### config.mk
export PLATFORM = sky130hd
export DESIGN_NAME = demux2way32_pipe
export DESIGN_NICKNAME = d
export VERILOG_FILES = /design/src/rtl/mips_pkg.sv /design/src/rtl/demux2way32_pipe_fifo2.sv /design/src/rtl/demux2way32_pipe.sv
export SDC_FILE = /design/constraint.sdc
export NUM_CORES = 1
export LEC_CHECK = 0
export BUFFER_PORTS_ARGS = -buffer_cell sky130_fd_sc_hd__clkbuf_2
export CORE_UTILIZATION = 50
export DETAILED_ROUTE_END_ITERATION = 8
export PLACE_DENSITY = 0.76
export SYNTH_ARGS = -nofsm -noshare
export SYNTH_HDL_FRONTEND = slang
export SYNTH_SLANG_ARGS = --single-unit
export TNS_END_PERCENT = 10
### constraint.sdc
create_clock -name clk -period 2.3 [get_ports clk]
set_clock_uncertainty 0.2 [all_clocks]
set_input_delay 0.23 -clock clk [delete_from_list [all_inputs] [get_ports clk]]
set_output_delay 0.23 -clock clk [all_outputs]
set_load 0.05 [all_outputs]
### src/rtl/mips_pkg.sv
// Shared datapath constants for the execute-stage dispatch blocks.
package mips_pkg;

   localparam int   DATA_W = 32;
   localparam logic SEL_A  = 1'b0;
   localparam logic SEL_B  = 1'b1;

endpackage

### src/rtl/demux2way32_pipe_fifo2.sv
// Two-entry register FIFO (fifo2): head/tail registers with an occupancy count.
module fifo2
   import mips_pkg::*;
#(
   parameter int WIDTH = DATA_W,
   parameter int DEPTH = 2
) (
   input  logic             clk,
   input  logic             rst_n,
   input  logic             push,
   input  logic             pop,
   input  logic [WIDTH-1:0] din,
   output logic [WIDTH-1:0] dout,
   output logic             full,
   output logic             empty,
   output logic [1:0]       count
);

   logic [WIDTH-1:0] head_q, head_d;
   logic [WIDTH-1:0] tail_q, tail_d;
   logic [1:0]       count_q, count_d;
   logic             push_ok, pop_ok;

   assign full    = (count_q == 2'(DEPTH));
   assign empty   = (count_q == 2'd0);
   assign push_ok = push && !full;
   assign pop_ok  = pop && !empty;

   // NOTE: every signal gets its hold value first so no path through the case leaves it unassigned (no latch).
   always_comb begin
      head_d  = head_q;
      tail_d  = tail_q;
      count_d = count_q;
      unique case ({push_ok, pop_ok})
         2'b10: begin
            if (count_q == 2'd0) head_d = din;
            else                 tail_d = din;
            count_d = count_q + 2'd1;
         end
         2'b01: begin
            head_d  = tail_q;
            count_d = count_q - 2'd1;
         end
         // Push and pop together is only possible at count 1 (push refused when full).
         2'b11:   head_d = din;
         default: ;
      endcase
   end

   // NOTE: the data registers are reset too, because the outputs must read zero while in reset.
   // NOTE: state registers use non-blocking assignments so all updates see pre-edge values.
   always_ff @(posedge clk or negedge rst_n) begin
      if (!rst_n) begin
         head_q  <= '0;
         tail_q  <= '0;
         count_q <= 2'd0;
      end else begin
         head_q  <= head_d;
         tail_q  <= tail_d;
         count_q <= count_d;
      end
   end

   assign dout  = head_q;
   assign count = count_q;

endmodule

### src/rtl/demux2way32_pipe.sv
// Elastic 1-to-2 router: steers each word by in_sel into one of two 2-entry FIFOs.
module demux2way32_pipe
   import mips_pkg::*;
#(
   parameter int WIDTH = DATA_W,
   parameter int DEPTH = 2
) (
   input  logic             clk,
   input  logic             rst_n,
   input  logic             in_valid,
   output logic             in_ready,
   input  logic [WIDTH-1:0] in_data,
   input  logic             in_sel,
   output logic             a_valid,
   input  logic             a_ready,
   output logic [WIDTH-1:0] a_data,
   output logic             b_valid,
   input  logic             b_ready,
   output logic [WIDTH-1:0] b_data,
   output logic [1:0]       a_count,
   output logic [1:0]       b_count
);

   logic a_full, a_empty, b_full, b_empty;
   logic accept, push_a, push_b;

   // Readiness looks only at the selected branch's registered fullness, never at consumer readies.
   assign in_ready = (in_sel == SEL_B) ? !b_full : !a_full;
   assign accept   = in_valid && in_ready;
   assign push_a   = accept && (in_sel == SEL_A);
   assign push_b   = accept && (in_sel == SEL_B);

   fifo2 #(.WIDTH(WIDTH), .DEPTH(DEPTH)) u_fifo_a (
      .clk   (clk),
      .rst_n (rst_n),
      .push  (push_a),
      .pop   (a_ready),
      .din   (in_data),
      .dout  (a_data),
      .full  (a_full),
      .empty (a_empty),
      .count (a_count)
   );

   fifo2 #(.WIDTH(WIDTH), .DEPTH(DEPTH)) u_fifo_b (
      .clk   (clk),
      .rst_n (rst_n),
      .push  (push_b),
      .pop   (b_ready),
      .din   (in_data),
      .dout  (b_data),
      .full  (b_full),
      .empty (b_empty),
      .count (b_count)
   );

   assign a_valid = !a_empty;
   assign b_valid = !b_empty;

endmodule

# After elaboration in Yosys (flattened, before gate mapping)
# Cells that the tools add are included.
# totals
reg_bits,132
in_bits,38
output_inout_bits,71
# classes
addsub,4
eq_ne,10
mux,7
bitwise_logic,3
reduce_logical,21
# op_table
cell,n
32-bit one-hot mux with 3 select lines,2
32-bit 2-to-1 mux,2
"2-bit == test, second input constant",6
2-bit one-hot mux with 2 select lines,2
2-bit AND reduction,4
1-bit logical AND,7
3-bit nonzero test,2
"2-bit by 1-bit adder with 2-bit output, second input constant",2
"2-bit by 1-bit == test with 1-bit output, second input constant",2
1-bit zero test,4
2-bit zero test,2
"2-bit by 1-bit != test with 1-bit output, second input constant",2
2-bit nonzero test,2
"2-bit by 1-bit subtractor with 2-bit output, second input constant",2
1-bit inverter,3
1-bit 2-to-1 mux,1

# Longest topological paths before layout
# Gate-level depths: netlist (run 1).
# logic_depth
depth_word,9
mapped_depth,9
ltp_nobuf,8

# Modules after synthesis
# A second synthesis (run 1) with hierarchy kept.
# unflattened
hier_cells,379
area_unflattened_um2,5889.4
# by_module_without_submodules
module,n_inst,cells_per_inst,area_per_inst_um2,seq_area_each_um2
fifo2,2,187,2925.3,1651.6
demux2way32_pipe,1,5,38.8,0.0

# Least setup slack after synthesis (run 1)
# OpenSTA, ideal clock, no wires.
# synth_timing
path_type,reg-to-reg
start,register u_fifo_a.count_q[1] (netlist: u_fifo_a.count[1])
end,register u_fifo_a.head_q[19] (netlist: u_fifo_a.dout[19])
setup_ns,0.125
t_arrival_ns,2.669
required_time_ns,1.975
path_slack_ns,-0.693
path_stages_with_launch,10
n_path_buf,2
period_less_slack_ns,2.993
cell_sequence,dfrtp_1 > nor2_4 > inv_1 > nand2_2 > inv_2 > ha_1 > buf_2 > buf_1 > mux2_2 > mux2_2
# synth_via
elab_cells_between_ends,16
classes_between,5 x eq/ne; 2 x mux; 9 x reduce/logical
# synth_rtl
item,line_no,text
start: declaration,demux2way32_pipe_fifo2.sv:21,"logic [1:0] count_q, count_d;"
start signal: assignment,demux2way32_pipe_fifo2.sv:60,count_q <= count_d;
2-bit zero test *,demux2way32_pipe_fifo2.sv:25,assign empty = (count_q == 2'd0);
1-bit zero test *,-,
net a_valid,demux2way32_pipe.sv:14,"output logic a_valid,"
1-bit logical AND *,demux2way32_pipe_fifo2.sv:27,assign pop_ok = pop && !empty;
2-bit == test / 2-bit by 1-bit == test with 1-bit output (equally long branches),demux2way32_pipe_fifo2.sv:34,"unique case ({push_ok, pop_ok})"
2-bit by 1-bit != test with 1-bit output (no source line) / 3-bit nonzero test (equally long branches),-,
2-bit AND reduction (no source line),-,
end signal: assignment,demux2way32_pipe_fifo2.sv:54,head_q <= '0;
end signal: assignment,demux2way32_pipe_fifo2.sv:58,head_q <= head_d;
end: declaration,demux2way32_pipe_fifo2.sv:19,"logic [WIDTH-1:0] head_q, head_d;"
# Mark *: on every way through the listed nets, which the timed path passes. The rest lies on a longest branch.
# A chain may end at the register's enable or synchronous reset.

# Worst setup path after layout (run 1)
# layout_timing
start,register u_fifo_b.count_q[1] (netlist: u_fifo_b.count[1])
end,register u_fifo_b.head_q[20] (netlist: u_fifo_b.dout[20])
# layout_via
elab_chain_cells,9
elab_cells_between_ends,16
classes_between,5 x eq/ne; 2 x mux; 9 x reduce/logical
# layout_lines
item,line_no,text
start: declaration,demux2way32_pipe_fifo2.sv:21,
start signal: assignment,demux2way32_pipe_fifo2.sv:60,
2-bit == test,demux2way32_pipe_fifo2.sv:24,assign full = (count_q == 2'(DEPTH));
1-bit zero test,"demux2way32_pipe_fifo2.sv:26, demux2way32_pipe.sv:28",
1-bit 2-to-1 mux,demux2way32_pipe.sv:28,assign in_ready = (in_sel == SEL_B) ? !b_full : !a_full;
1-bit logical AND,demux2way32_pipe.sv:29,assign accept = in_valid && in_ready;
1-bit logical AND,demux2way32_pipe.sv:31,assign push_b = accept && (in_sel == SEL_B);
1-bit logical AND,demux2way32_pipe_fifo2.sv:26,assign push_ok = push && !full;
2-bit == test / 2-bit by 1-bit == test with 1-bit output (equally long branches),demux2way32_pipe_fifo2.sv:34,
2-bit by 1-bit != test with 1-bit output (no source line) / 3-bit nonzero test (equally long branches),-,
2-bit AND reduction (no source line),-,
end signal: assignment,demux2way32_pipe_fifo2.sv:54,
end signal: assignment,demux2way32_pipe_fifo2.sv:58,
end: declaration,demux2way32_pipe_fifo2.sv:19,
# Parallel ways exist; a longest one is shown, timed or not.

==> impl_metrics.ini, run 1 <==
[run_status]
run_status = finished with violations
violations = design-rule violations

[floorplan]
placementRows = 39
start_util = 0.519
die_area_um2 = 12400
io-pin-count = 109
die_h_um = 111
die_width_um = 111
core_area_um2 = 11500

[drt]
finalWirelength_mm = 12.4
drt_first_pass_iters = 6
drt_first_iter_violations = 145
detail-route-antenna-nets = 0
drcViolationCount = 14
avgViaCountPerCell = 5.24
vias = 3624
wl_per_cell_um = 17.9

[place]
dp_cells = 627
finalWeightedCongestion = 0.780
dp.final_hpwl_mm = 8.05
portBuffers = 108

[worst_setup_path]
cp_num_buf_inv = 1
critical_path_arrival_ns = 2.26
critPathCaptureType = flop
worst-setup-path-type = flop to flop
path_cells = nor2b_1 > or2_2 > ha_1 > buf_12 > mux2_2 > mux2_4
worst_ep_required_time_ns = 2.40
worst-path-max-fanout = 19
cp_top_family = multiplexers
critPathLaunchType = flop
worst_path_max_stage_delay_ns = 0.40
cp_max_stage_cell = sky130_fd_sc_hd__dfrtp_2

[synthesis]
syn-mean-instance-area_um2 = 15.8
yosys-top-cells-area = sky130_fd_sc_hd__dfrtp_1 (55%), sky130_fd_sc_hd__mux2_2 (30%), sky130_fd_sc_hd__mux2_4 (7.5%)
seq_area_frac_synth = 0.553
number_of_enable_type_register_cells_in_the_synthesized_netlist = 0
ys.flop_type = sky130_fd_sc_hd__dfrtp_1
ys.warnings.count = 0
netlist_area_um2 = 5970
synth_seq_cells = 132
post-synth-top-count-cell = sky130_fd_sc_hd__mux2_2
asyncSetResetFlopFracSynth = 1.00
synth_cell_type_count = 26
netlist_top_cells_count = sky130_fd_sc_hd__mux2_2 (161), sky130_fd_sc_hd__dfrtp_1 (132), sky130_fd_sc_hd__mux2_4 (30)
yosysTopAreaCell = sky130_fd_sc_hd__dfrtp_1
synth_top_area_share = 0.553
synth_cells = 377
synth_fp_nets = 421

[global_routing]
vias_in_the_first_global_route = 3903
antenna_found_initial = 0
grt_use_met3 = 0.0629
gr-usage-met1 = 0.289
globalRouteOverflowTotal = 0
globalRoute.busiestLayer = met2
grt_first_pass_wirelength_mm = 20.8
grt_max_degree = 58
global_route.usage.total = 0.219
groute.layer.met2.usage = 0.353

[cells_and_area]
area_delta_synth_final_pct = 29.4
multi_input_area_um2 = 2550
layout.cells.non_filler = 692
area.sequential_um2 = 3310
antenna_cells = 0
number_of_nets_in_the_layout = 580
post_route_cells_drive_above_1_share = 0.661
fillerInstances = 820

[min_path]
hold_class = input pin to flop

[clock_tree]
insertion_delay_ns = 0.41
cts_tree = done
clock_path_buffers = 2
postCtsSetupBuffers = 0
cts.sinks = 132
clkSlewWorstSetupHoldPaths_ns = 0.06
cts_root_buffer = sky130_fd_sc_hd__clkbuf_16
h-tree-depth = 4
cts-buffers-inserted = 17

[pwr]
power_uw = 13100
total_switching_power_uw = 5390
power.share.clock = 0.209
pwr_density_cell_nw_per_um2 = 1700
vdd_ir_drop_max_v = 0.000928
share_seq_of_total_power = 0.321
power_switching_share = 0.411
p_leak_uw = 0.00361
power_report.internal_total_uw = 7720
combinationalPowerShare = 0.471

[sta]
finalHoldViolCount = 0
slew_headroom = 0.631
setup_viol = 0
setup_repair_after_global_routing_missed_its_margin = false
finalWorstPathRequiredPeriod_ns = 2.17
max_freq_mhz = 461
final_max_slew_viol_count = 0
min_period_over_period = 0.942
worst_pin_slew_ns = 0.553

[job]
max_cap_violations = 0
placed cells by master (no fill, tap or decap), drive strengths merged:
master and n:
clkbuf 126, bufinv 3, clkinvlp 4, buf 18
o21a 1, nor2 4, clkinv 7, ha 6
or2 2, xor2 2, nand2 5, inv 4
a21oi 2, o21ai 1, nor2b 2, xnor2 4
dlygate4sd3 33, mux2 192, nand2b 1, dfrtp 132
tightest hold or removal path, stage by stage:
cell	delay [ns]
sky130_fd_sc_hd__clkbuf_2	0.10
sky130_fd_sc_hd__nand2_2	0.08
sky130_fd_sc_hd__ha_1	0.17
sky130_fd_sc_hd__xnor2_1	0.08
area by class of cell:
class | count | share of cell area
clock buffers | 19 | 0.0573
clock inverters | 13 | 0.0206
well taps | 143 | 0.0231
inverters | 5 | 0.00291
repair buffers | 158 | 0.138
multi-input cells | 222 | 0.330
flip-flops and latches | 132 | 0.428
registers in the layout, indices dropped and copies added, names as in the netlist:
name             count
u_fifo_a.count       2
u_fifo_b.tail_q     32
u_fifo_b.count       2
u_fifo_b.dout       32
u_fifo_a.tail_q     32
u_fifo_a.dout       32
per-layer routing:
metal  vias to the layer above  share of wire  routed length [µm]
met2                        88           0.48                5950
met3                        15          0.043                 530
met4                         0          0.014                 169
met5                         -              0                   0
li1                       1668              -                   -
met1                      1853           0.46                5750
cells by family (layout without fill, tap and decap cells):
kind of cell             after synthesis  in the layout  share of synthesized area
adder cells (fa/ha/maj)                6              6                     0.0126
AND/OR/NAND/NOR                       14             14                     0.0130
flip-flops                           132            132                      0.553
XOR/XNOR                               6              6                    0.00880
AO/OA/AOI/OAI                          4              4                    0.00691
multiplexers                         192            192                      0.381
buffers and inverters                 23            195                     0.0251
through the flow:
stage          TNS (ns)  setup WS, ns  instance area [µm²]   util  hold slack [ns]
4_1_cts               0        0.0546                 7720  0.670           0.0649
6_report              0         0.132                 7730  0.671           0.0809
3_3_place_gp          0         0.139                 6790  0.589           0.0374
3_5_place_dp          0        0.0739                 6790  0.589           0.0482
2_1_floorplan     -4.35        -0.185                 6010      -           -0.266
5_1_grt               0        0.0350                 7730  0.671            0.112
final timing paths:
path / cells after the start / slack [ns] / to / start
worst min-delay path: 4 / 0.08 / u_fifo_a.count[0]$_DFFE_PN0P_ / a_ready
worst min register to register: 1 / 0.30 / u_fifo_b.tail_q[5]$_DFFE_PN0P_ / u_fifo_b.tail_q[5]$_DFFE_PN0P_
min in group asynchronous: 2 / 0.17 / u_fifo_a.tail_q[11]$_DFFE_PN0P_ / rst_n
worst max register to register: 6 / 0.13 / u_fifo_b.dout[20]$_DFFE_PN0P_ / u_fifo_b.count[1]$_DFFE_PN0P_
max in group asynchronous: 3 / 1.01 / u_fifo_b.dout[28]$_DFFE_PN0P_ / rst_n
worst max-delay path: 6 / 0.13 / u_fifo_b.dout[20]$_DFFE_PN0P_ / u_fifo_b.count[1]$_DFFE_PN0P_
power by group through the flow:
| stage | logic [µW] | clock network, µW | registers (µW) |
|---|---|---|---|
| global placement | 6030 | 0 | 4140 |
| CTS | 6220 | 2790 | 4200 |
| global route | 6500 | 2900 | 4350 |
| floorplan | 2730 | 0 | 6210 |
| detailed placement | 6140 | 0 | 4220 |
| finish | 6170 | 2740 | 4210 |
repair_timing:
action / 4_1_cts / 5_1_grt
setup endpoints to repair: 0 / 13
gates resized for setup: 0 / 1
hold buffers: 33 / 0
hold endpoints to repair: 118 / 0
(Power assumes the default switching activity.)
==> inputs of run 2 (changes only) <==
--- a/config.mk
+++ b/config.mk
@@ -5,6 +5,7 @@
 export SDC_FILE = /design/constraint.sdc
 export NUM_CORES = 1
 export LEC_CHECK = 0
+export ABC_AREA = 1
 export BUFFER_PORTS_ARGS = -buffer_cell sky130_fd_sc_hd__clkbuf_2
 export CORE_UTILIZATION = 50
 export DETAILED_ROUTE_END_ITERATION = 8
==> run 2 against run 1 <==
The flow now finishes without violations. Critical path type unchanged. Combinational power decreased by 17%. Cell count increased by 42%. Worst setup slack improved by 0.062 ns. Via count increased by 43%. Register-to-register slack improved by 0.06 ns. Clock power about the same. Synthesized cell count increased by 85%. Sequential share of layout area increased by 1.5 points. Synthesized area decreased by 1.0%. Global-route usage increased by 2.9 points. Non-clock buffer count decreased by 4. Core utilization decreased by 2.1 points.
==> impl_metrics.ini, run 2 <==
[synthesis]
netlist_top_cells_count = sky130_fd_sc_hd__nand2_1 (261), sky130_fd_sc_hd__dfrtp_1 (132), sky130_fd_sc_hd__o21ai_0 (66)
asyncSetResetFlopFracSynth = 1.00
synth_seq_cells = 132
yosys-top-cells-area = sky130_fd_sc_hd__dfrtp_1 (56%), sky130_fd_sc_hd__nand2_1 (17%), sky130_fd_sc_hd__o21ai_0 (5.6%)
seq_area_frac_synth = 0.558
synth_cell_type_count = 19
netlist_area_um2 = 5910
synth_fp_nets = 743
number_of_enable_type_register_cells_in_the_synthesized_netlist = 0
ys.flop_type = sky130_fd_sc_hd__dfrtp_1
ys.warnings.count = 0
yosysTopAreaCell = sky130_fd_sc_hd__dfrtp_1
synth_cells = 699
post-synth-top-count-cell = sky130_fd_sc_hd__nand2_1
syn-mean-instance-area_um2 = 8.46
synth_top_area_share = 0.558

[drt]
detail-route-antenna-nets = 0
drt_first_pass_iters = 7
avgViaCountPerCell = 5.26
drt_first_iter_violations = 301
wl_per_cell_um = 14.5
drcViolationCount = 0
finalWirelength_mm = 14.3
vias = 5172

[floorplan]
start_util = 0.516
die_width_um = 111
die_h_um = 111
die_area_um2 = 12300
core_area_um2 = 11500
placementRows = 39
io-pin-count = 109

[worst_setup_path]
path_cells = inv_1 > o21ai_0 > nor2_1 > inv_1 > ha_2 > inv_1 > nand2_1 > nand3b_1 > xor2_1
cp_num_buf_inv = 3
worst-setup-path-type = flop to flop
worst_path_most_repeated_cell = sky130_fd_sc_hd__inv_1
cp_max_stage_cell = sky130_fd_sc_hd__ha_2
cp_top_family = adder cells
critPathLaunchType = flop
worst_path_max_stage_delay_ns = 0.47
worst_ep_required_time_ns = 2.39
critPathCaptureType = flop
critical_path_arrival_ns = 2.20
worst-path-max-fanout = 28

[global_routing]
globalRouteOverflowTotal = 0
global_route.usage.total = 0.248
grt_first_pass_wirelength_mm = 24.2
vias_in_the_first_global_route = 5102
antenna_found_initial = 0
grt_max_degree = 62

[sta]
min_period_over_period = 0.916
worst_pin_slew_ns = 0.574
finalWorstPathRequiredPeriod_ns = 2.11
finalSetupTns_ns = 0
final_max_slew_viol_count = 0
setup_repair_after_global_routing_missed_its_margin = false
final.hold.worst_slack_ns = 0.0707
slew_headroom = 0.617
finalHoldViolCount = 0
max_freq_mhz = 475
setup_viol = 0

[place]
portBuffers = 108
dp.final_hpwl_mm = 9.21
finalWeightedCongestion = 0.849

[cells_and_area]
multi_input_area_um2 = 2200
post_route_cells_drive_above_1_share = 0.200
area_delta_synth_final_pct = 26.1
area.sequential_um2 = 3310
antenna_cells = 0
mostFrequentLayoutCell = sky130_fd_sc_hd__nand2_1
layout_common_cells = sky130_fd_sc_hd__nand2_1 (261), sky130_fd_sc_hd__dfrtp_1 (130), sky130_fd_sc_hd__clkbuf_2 (107), sky130_fd_sc_hd__o21ai_0 (66)
fillerInstances = 906
number_of_nets_in_the_layout = 872

[min_path]
hold_class = input pin to flop

[clock_tree]
clock_path_buffers = 2
clkSlewWorstSetupHoldPaths_ns = 0.05
insertion_delay_ns = 0.41
cts_tree = done
cts.sinks = 132
cts-buffers-inserted = 17
cts_root_buffer = sky130_fd_sc_hd__clkbuf_16
h-tree-depth = 4
postCtsSetupBuffers = 0

[pwr]
p_leak_uw = 0.00393
vdd_ir_drop_max_v = 0.000872
pwr_density_cell_nw_per_um2 = 1600

[run_status]
run_status = finished, final reports clean

[job]
max_cap_violations = 0
==> run 2: cell types whose count changed after synthesis, sizes merged, moves of 4 or more <==
cell,before,now
o21ai,1,130
mux2,192,0
clkbuf,2,6
nand3,0,64
buf,16,38
inv,5,44
nand2,5,269
==> run 2: final cells by class <==
class	count	area share
clock buffer	23	0.0654
clock inverter	9	0.0168
inverter	44	0.0221
multi-input combinational	479	0.295
sequential	132	0.443
tap	143	0.0240
timing repair buffer	154	0.134
==> run 2: what timing repair did <==
item,4_1_cts,5_1_grt
hold buffers,33,0
resized for setup,1,1
pin swaps,0,0
hold endpoints to repair,122,0
endpoints found under the setup margin,6,13
==> run 2: cell families (layout without fill, tap and decap cells) <==
kind of cell / count (synthesis) / after routing / synth area share
and+or+nand+nor: 339 / 339 / 0.242
DFF: 132 / 132 / 0.558
AOI/OAI and AO/OA: 130 / 130 / 0.110
buffers and inverters: 88 / 230 / 0.0707
adders and majority gates: 6 / 6 / 0.0127
xor gates and xnor gates: 4 / 4 / 0.00592
==> run 2: power breakdown <==
part / leakage (µW) / switching (µW) / total [µW] / internal (µW)
clock network: 0.000299 / 960 / 2770 / 1810
registers: 0.00165 / 632 / 4030 / 3390
logic: 0.00198 / 3840 / 5140 / 1310
==> run 2: layer usage <==
| layer | up-vias | share of wire | GRT usage |
|---|---|---|---|
| li1 | 2505 | - | - |
| met3 | 19 | 0.048 | 0.0705 |
| met1 | 2502 | 0.43 | 0.305 |
| met5 | - | 0 | 0 |
| met4 | 0 | 0.018 | 0.0809 |
| met2 | 146 | 0.50 | 0.422 |
==> run 2: worst min-delay path: stages <==
cell	delay, ns
sky130_fd_sc_hd__clkbuf_2	0.11
sky130_fd_sc_hd__nand2_4	0.08
sky130_fd_sc_hd__ha_1	0.15
sky130_fd_sc_hd__xnor2_1	0.07
==> run 2: path summary, 6_finish.rpt <==
path                            depth (start not counted)  slack (ns)                            start                         endpoint
max in group asynchronous                               3        0.99                            rst_n    u_fifo_b.dout[24]$_DFFE_PN0P_
min in group asynchronous                               2        0.16                            rst_n    u_fifo_b.dout[11]$_DFFE_PN0P_
worst min-delay path                                    4        0.07                          b_ready    u_fifo_b.count[0]$_DFFE_PN0P_
worst max-delay path                                    9        0.19    u_fifo_a.count[1]$_DFFE_PN0P_    u_fifo_a.count[1]$_DFFE_PN0P_
worst max register to register                          9        0.19    u_fifo_a.count[1]$_DFFE_PN0P_    u_fifo_a.count[1]$_DFFE_PN0P_
worst min register to register                          2        0.29  u_fifo_a.tail_q[10]$_DFFE_PN0P_  u_fifo_a.tail_q[10]$_DFFE_PN0P_
==> run 2: metrics by stage <==
stage	worst slack [ns]	utilization	power, µW	std cells	area (µm²)
6_report	0.194	0.651	11900	984	7460
5_1_grt	0.0533	0.651	12700	984	7460
4_1_cts	0.0452	0.650	12000	984	7460
3_5_place_dp	-0.0335	0.568	9140	919	6510
3_3_place_gp	0.0697	0.568	8950	919	6510
2_1_floorplan	-0.0806	-	7950	699	5920
